File: src/rtl/pipelined_csa_addsub.sv
// Parametrised pipelined carry-select adder/subtractor with valid/ready handshake,
// unsigned carry and signed overflow flags, and optional signed saturation.
module pipelined_csa_addsub #(
    parameter int WIDTH       = 32,
    parameter int BLOCK       = 4,
    parameter int PIPE_BLOCKS = 2
) (
    input  logic             clk_i,
    input  logic             rst_i,
    input  logic             in_valid_i,
    output logic             in_ready_o,
    input  logic [WIDTH-1:0] a_i,
    input  logic [WIDTH-1:0] b_i,
    input  logic             sub_i,
    input  logic             sat_i,
    output logic             out_valid_o,
    input  logic             out_ready_i,
    output logic [WIDTH-1:0] y_o,
    output logic             carry_out_o,
    output logic             ovf_o
);

    localparam int NBLK = WIDTH / BLOCK;
    localparam int L    = NBLK / PIPE_BLOCKS;

    logic [WIDTH-1:0] aQ [L];
    logic [WIDTH-1:0] xQ [L];
    logic [WIDTH-1:0] sumQ [L];
    logic             carryQ [L];
    logic             satQ [L];
    logic             validQ [L];
    logic             ovfQ;

    logic [WIDTH-1:0] aD [L];
    logic [WIDTH-1:0] xD [L];
    logic [WIDTH-1:0] sumD [L];
    logic             carryD [L];
    logic             satD [L];
    logic             validD [L];
    logic             ovfD;

    logic [WIDTH-1:0] stA [L];
    logic [WIDTH-1:0] stX [L];
    logic [WIDTH-1:0] stSum [L];
    logic             stC [L];
    logic             stSat [L];
    logic             stV [L];

    logic [BLOCK:0]   s0;
    logic [BLOCK:0]   s1;
    logic [BLOCK:0]   sel;
    logic             cRun;
    logic             advance;

    assign advance    = !validQ[L-1] || out_ready_i;
    assign in_ready_o = advance;

    // Stage 0 sees the prepared operands; later stages see the previous stage register.
    always_comb begin
        stA[0]   = a_i;
        stX[0]   = b_i ^ {WIDTH{sub_i}};
        stSum[0] = '0;
        stC[0]   = sub_i;
        stSat[0] = sat_i;
        stV[0]   = in_valid_i;
        for (int k = 1; k < L; k++) begin
            stA[k]   = aQ[k-1];
            stX[k]   = xQ[k-1];
            stSum[k] = sumQ[k-1];
            stC[k]   = carryQ[k-1];
            stSat[k] = satQ[k-1];
            stV[k]   = validQ[k-1];
        end
    end

    always_comb begin
        s0   = '0;
        s1   = '0;
        sel  = '0;
        cRun = 1'b0;
        ovfD = 1'b0;
        for (int k = 0; k < L; k++) begin
            aD[k]     = stA[k];
            xD[k]     = stX[k];
            sumD[k]   = stSum[k];
            satD[k]   = stSat[k];
            validD[k] = stV[k];
            cRun      = stC[k];
            for (int j = 0; j < PIPE_BLOCKS; j++) begin
                s0  = {1'b0, stA[k][(k*PIPE_BLOCKS+j)*BLOCK +: BLOCK]}
                    + {1'b0, stX[k][(k*PIPE_BLOCKS+j)*BLOCK +: BLOCK]};
                s1  = {1'b0, stA[k][(k*PIPE_BLOCKS+j)*BLOCK +: BLOCK]}
                    + {1'b0, stX[k][(k*PIPE_BLOCKS+j)*BLOCK +: BLOCK]}
                    + {{BLOCK{1'b0}}, 1'b1};
                sel = cRun ? s1 : s0;
                sumD[k][(k*PIPE_BLOCKS+j)*BLOCK +: BLOCK] = sel[BLOCK-1:0];
                cRun = sel[BLOCK];
            end
            carryD[k] = cRun;
        end
        // Same-sign operands producing an opposite-sign sum is exactly c[W] ^ c[W-1].
        ovfD = (stA[L-1][WIDTH-1] == stX[L-1][WIDTH-1])
            && (sumD[L-1][WIDTH-1] != stA[L-1][WIDTH-1]);
        if (stSat[L-1] && ovfD) begin
            sumD[L-1] = stA[L-1][WIDTH-1] ? {1'b1, {(WIDTH-1){1'b0}}}
                                          : {1'b0, {(WIDTH-1){1'b1}}};
        end
    end

    always_ff @(posedge clk_i) begin
        if (rst_i) begin
            for (int k = 0; k < L; k++) begin
                aQ[k]     <= '0;
                xQ[k]     <= '0;
                sumQ[k]   <= '0;
                carryQ[k] <= 1'b0;
                satQ[k]   <= 1'b0;
                validQ[k] <= 1'b0;
            end
            ovfQ <= 1'b0;
        end else if (advance) begin
            for (int k = 0; k < L; k++) begin
                aQ[k]     <= aD[k];
                xQ[k]     <= xD[k];
                sumQ[k]   <= sumD[k];
                carryQ[k] <= carryD[k];
                satQ[k]   <= satD[k];
                validQ[k] <= validD[k];
            end
            ovfQ <= ovfD;
        end
    end

    assign out_valid_o = validQ[L-1];
    assign y_o         = sumQ[L-1];
    assign carry_out_o = carryQ[L-1];
    assign ovf_o       = ovfQ;

endmodule

File: config.mk
export PLATFORM = sky130hd
export DESIGN_NAME = pipelined_csa_addsub
export DESIGN_NICKNAME = d
export VERILOG_FILES = /design/src/rtl/pipelined_csa_addsub.sv
export SDC_FILE = /design/constraint.sdc
export NUM_CORES = 1
export LEC_CHECK = 0
export BUFFER_PORTS_ARGS = -buffer_cell sky130_fd_sc_hd__buf_2
export CAP_MARGIN = 25
export CORE_ASPECT_RATIO = 0.7
export CORE_MARGIN = 2
export CORE_UTILIZATION = 30
export DETAILED_ROUTE_END_ITERATION = 7
export PLACE_DENSITY = 0.48
export SYNTH_ARGS = -nofsm -noshare
export SYNTH_HDL_FRONTEND = slang
export SYNTH_SLANG_ARGS = --single-unit
File: constraint.sdc
create_clock -name clk_i -period 3.7 [get_ports clk_i]
set_clock_uncertainty 0.1 [all_clocks]
set_input_delay 0.74 -clock clk_i [delete_from_list [all_inputs] [get_ports clk_i]]
set_output_delay 0.74 -clock clk_i [all_outputs]
set_load 0.02 [all_outputs]
Word level (Yosys, flattened, before mapping)
Memory sizes are Yosys's and may differ from the RTL's.
Index checks and enable logic that the tools add are counted.
{ "word_totals": {"register_bits": 1, "mem_bits_rw": 396, "in_bits": 70, "elab_cells": 93, "memories": 6} }
{ "classes": {"addsub": 16, "eq_ne": 2, "n_mux": 39, "bitwise_logic": 25, "n_reduce_logical": 4} }
{ "mem_list": {"columns": ["name", "words", "width", "read_ports", "rd_clocked_by_memory_dff", "wr", "line", "source"], "rows": [
  ["aQ", 4, 32, 3, 0, 4, "26", "logic [WIDTH-1:0] aQ [L];"],
  ["sumQ", 4, 32, 4, 0, 4, "28", "logic [WIDTH-1:0] sumQ [L];"],
  ["xQ", 4, 32, 3, 0, 4, "27", "logic [WIDTH-1:0] xQ [L];"],
  ["carryQ", 4, 1, 4, 0, 4, "29", "logic carryQ [L];"],
  ["satQ", 4, 1, 3, 0, 4, "30", "logic satQ [L];"],
  ["validQ", 4, 1, 4, 0, 4, "31", "logic validQ [L];"]
]} }
{ "ops": {"columns": ["operator", "n"], "rows": [
  ["$mux W32", 14],
  ["$add A4 B4 Y5", 8],
  ["$add A5 B1 Y5 const B", 8],
  ["$mux W5", 8],
  ["$xor A32 B32 Y32", 1],
  ["$or A1 B1 Y1", 24],
  ["$mux W1", 17],
  ["$logic_and A1 B1 Y1", 2],
  ["$eq A1 B1 Y1", 1],
  ["$logic_not A1 Y1", 1],
  ["$logic_or A1 B1 Y1", 1],
  ["$ne A1 B1 Y1", 1]
]} }

Logic depth before layout (Yosys ltp)
An unclocked memory read counts as a cell.
{ "logic_depth": {"depth_word": 10, "depth_mapped": 14, "depth_no_buf": 12} }

Least setup slack after synthesis
No wires, ideal clock.
{ "synth_timing": {"path_kind": "input to register", "from": "input out_ready_i", "to": "register ovfQ, in the netlist ovf_o", "setup_time_ns": 0.265, "arrival_ns": 3.624, "slack_ns": -0.289, "stages": 3, "n_path_buf": 0, "path_cell_list": "nand2b_1 -> or2_2 -> o32ai_1"} }
{ "synth_between": {"elab_chain_cells": 1} }
{ "synth_rtl": {"columns": ["element", "line", "source"], "rows": [
  ["start, declared", "17", "input logic out_ready_i,"],
  ["$logic_or A1 B1 Y1", "55", "assign advance = !validQ[L-1] || out_ready_i;"],
  ["end signal, assigned", "130", "ovfQ <= ovfD;"],
  ["end, declared", "32", "logic ovfQ;"]
]} }
Every way passes these cells.
A chain may end at the register's enable or synchronous reset.

==> impl_metrics.env <==
export IMPL_status="completed"
export IMPL_initial_core_util_pct=30.56
export IMPL_grt_use_met2_pct=16.01
export IMPL_cts_post_setup_buffers_inserted=0
export IMPL_fin_tns_setup_ns=0
export IMPL_cts_max_path_buffers=2
export IMPL_met3_usage_pct=2.941
export IMPL_synth_top_flop_cell="edfxtp_1"
export IMPL_stdcell_count=1236
export IMPL_total_power_mw=5.029
export IMPL_dieArea_um2=32040
export IMPL_critPathCaptureType="register"
export IMPL_reg2reg_setup_slack_ns=0.41
export IMPL_synth_seq_cells=188
export IMPL_slew_headroom_pct=59.24
export IMPL_rr_worst_depth=10
export IMPL_boundaryPins=106
export IMPL_syn_area_per_cell_um2=12.93
export IMPL_critPathLaunchType="register"
export IMPL_min_path_type="reg2reg"
export IMPL_dr_first_iter_drc_count=253
export IMPL_ys_async_sr_fraction_pct=0
export IMPL_regArea_um2=5635
export IMPL_drt_total_wl_um=18230
export IMPL_dpl_cell_count=1204
export IMPL_yosys_warnings=0
export IMPL_met1_usage_pct=18.04
export IMPL_cts_hold_fix_buffers=0
export IMPL_clkTransAtPathRegs_ns=0.08
export IMPL_setup_viol=0
export IMPL_period_needed_ns=3.292
export IMPL_finalWeightedCongestion=0.7729
export IMPL_path_cells="ha_1, fa_1, ha_1, nand2_1, nor3_1, mux2_4, mux2i_4, xnor2_2, and2_4, o21ai_1"
export IMPL_core_area_um2=30040
export IMPL_r2r_start="aQ[0][88]"
export IMPL_htreeDepth=4
export IMPL_cts_root_buf="clkbuf_16"
export IMPL_n_fill_cell=2963
export IMPL_numCtsBuffers=17
export IMPL_die_x_um=213.1
export IMPL_route_vias_total=5241
export IMPL_tightest_slew_ns=0.6114
export IMPL_drc_errors=0
export IMPL_grtUsageTotal_pct=11.78
export IMPL_io_buffer_count=105
export IMPL_wl_per_cell_um=14.75
export IMPL_cts_resized_gates=0
export IMPL_area_growth_pct=17.27
export IMPL_grt_max_degree=69
export IMPL_die_h_um=150.4
export IMPL_final_core_util_pct=35.84
export IMPL_cpMostUsedCell="ha_1"
export IMPL_fmax_mhz=303.8
export IMPL_synth_edf_count=187
export IMPL_arrival_ns=3.37
export IMPL_grt_pass1_wl_um=28400
export IMPL_path_max_fanout=28
export IMPL_required_ns=3.78
export IMPL_maxCapViolCount=0
export IMPL_firstDrtPassIters=5
export IMPL_cts_sinks=188
export IMPL_cp_endpoint="sumQ[3][21]"
export IMPL_r2r_end="sumQ[3][21]"
export IMPL_diodes=0
export IMPL_clock_latency_ns=0.44
export IMPL_cellLeakagePower_nw=4.670
export IMPL_hold_viol=0
export IMPL_vdd_ir_drop_worst_uv=286.0
export IMPL_max_stage_delay_ns=0.48
export IMPL_drv_slew=0
export IMPL_ys_types=44
export IMPL_row_count=53
export IMPL_final_layout_size_suffix_gt1_share_pct=20.63
export IMPL_syn_inst=710
export IMPL_ys_seq_area_share_pct=61.38
export IMPL_synth_area_um2=9181
export IMPL_hold_slack_ns=0.3803
export IMPL_layout_nets=929
export IMPL_gr_total_overflow=0
export IMPL_critPathKind="reg2reg"
export IMPL_min_period_over_period_pct=88.97
export IMPL_slowest_stage="fa_1"
export IMPL_via_per_inst=4.240
export IMPL_pwr_density_cell_nw_per_um2=467.1
export IMPL_antenna_found_initial=0
export IMPL_multiInputGateArea_um2=3352
export IMPL_grt_pass1_vias=5023
export IMPL_rsz0062_at_grt="false"
export IMPL_syn_num_nets=828
export IMPL_detail_route_antenna_nets=0
export IMPL_crit_start="aQ[0][88]"
export IMPL_cts_tree="done"
export IMPL_busiest_layer="met1"
export IMPL_post_dp_hpwl_um=12610
## cell families after synthesis
group	count (synthesis)	share of synthesized area (%)
AND/OR/NAND/NOR	234	13.34
flip-flops	188	61.38
AO/OA/AOI/OAI	113	7.591
XOR/XNOR	71	7.018
adder cells (fa/ha/maj)	48	7.195
buffers and inverters	47	2.289
multiplexers	9	1.186
## synth_stat cells (17+ instances only)
master    count  share of area (%)
o21ai_0      31                1.7
xnor2_1      46                4.4
o21ai_1      17               0.93
a21oi_1      23                1.3
ha_1         40                5.5
edfxtp_1    187                 61
nand2_1      34                1.4
xor2_1       22                2.1
and2_1      105                7.2
nor2_1       52                2.1
clkbuf_1     24               0.98
a21o_1       22                1.8
## through the flow
step | cell area, µm² | setup WS, ns
after global placement | 10200 | 0.4769
final | 10770 | 0.4082
after detailed placement | 10200 | 0.4119
after floorplan | 9185 | 0.09563
after global routing | 10770 | 0.1203
after CTS | 10770 | 0.3769
## placed cells by master, fill, tap and decap left out, drive strengths merged, types with 2 or more instances in the layout
cell type  synthesis  final
clkbuf            24     18
nor3               9      9
fa                 8      8
a211oi             4      4
buf               11    117
ha                40     40
and2             107    107
inv               12     18
o21ai             58     58
edfxtp           187    187
nand2             34     34
nand3             12     12
and3               8      8
nand4              3      3
mux2               2      2
a21o              22     22
a21oi             23     23
clkinv             0      5
xnor2             48     48
xor2              23     23
mux2i              7      7
nor2              52     52
nand2b             4      4
nor2b              3      3
clkinvlp           0      2
## routing by layer
metal	share of wire (%)	vias up	wire length, µm
met3	4.6	15	843
met5	0	-	0
met4	1.1	0	206
li1	-	2707	-
met2	40	92	7350
met1	54	2427	9824
## power by group
group | internal (mW) | switching (mW) | leakage, nW | total (mW)
combinational | 0.267 | 0.365 | 2.17 | 0.632
clock | 0.945 | 0.848 | 0.274 | 1.79
sequential | 2.54 | 0.0633 | 2.23 | 2.60
total | 3.75 | 1.28 | 4.67 | 5.03
## sequential cells by signal, indices dropped and copies added (netlist names)
signal,flops
sumQ,80
xQ,48
satQ,3
carryQ,4
aQ,48
ovf_o,1
validQ,4
## how the worst min path moves through the flow
stage                          from         to  cells after the start
after floorplan           aQ[0][16]  aQ[0][48]                      1
after global placement        ovf_o      ovf_o                      2
after detailed placement      ovf_o      ovf_o                      2
after CTS                     ovf_o      ovf_o                      2
after global routing          ovf_o      ovf_o                      2
final                         ovf_o      ovf_o                      2
## critical path: cells and delay by family (launching register included)
| kind | cells | cell delay, ns |
|---|---|---|
| flops | 1 | 0.39 |
| fa+ha+maj | 3 | 0.93 |
| xor+xnor | 1 | 0.29 |
| simple gates | 3 | 0.66 |
| compound gates | 1 | 0.13 |
| mux | 2 | 0.52 |
## final cells by class
class / count / share of cell area [%]
Timing Repair Buffer: 117 / 6.066
Sequential cell: 188 / 52.34
Multi-Input combinational cell: 475 / 31.13
Inverter: 12 / 0.4184
Clock inverter: 14 / 1.267
Tap cell: 412 / 4.788
Clock buffer: 18 / 3.986
Power figures use the tool's default switching activity.
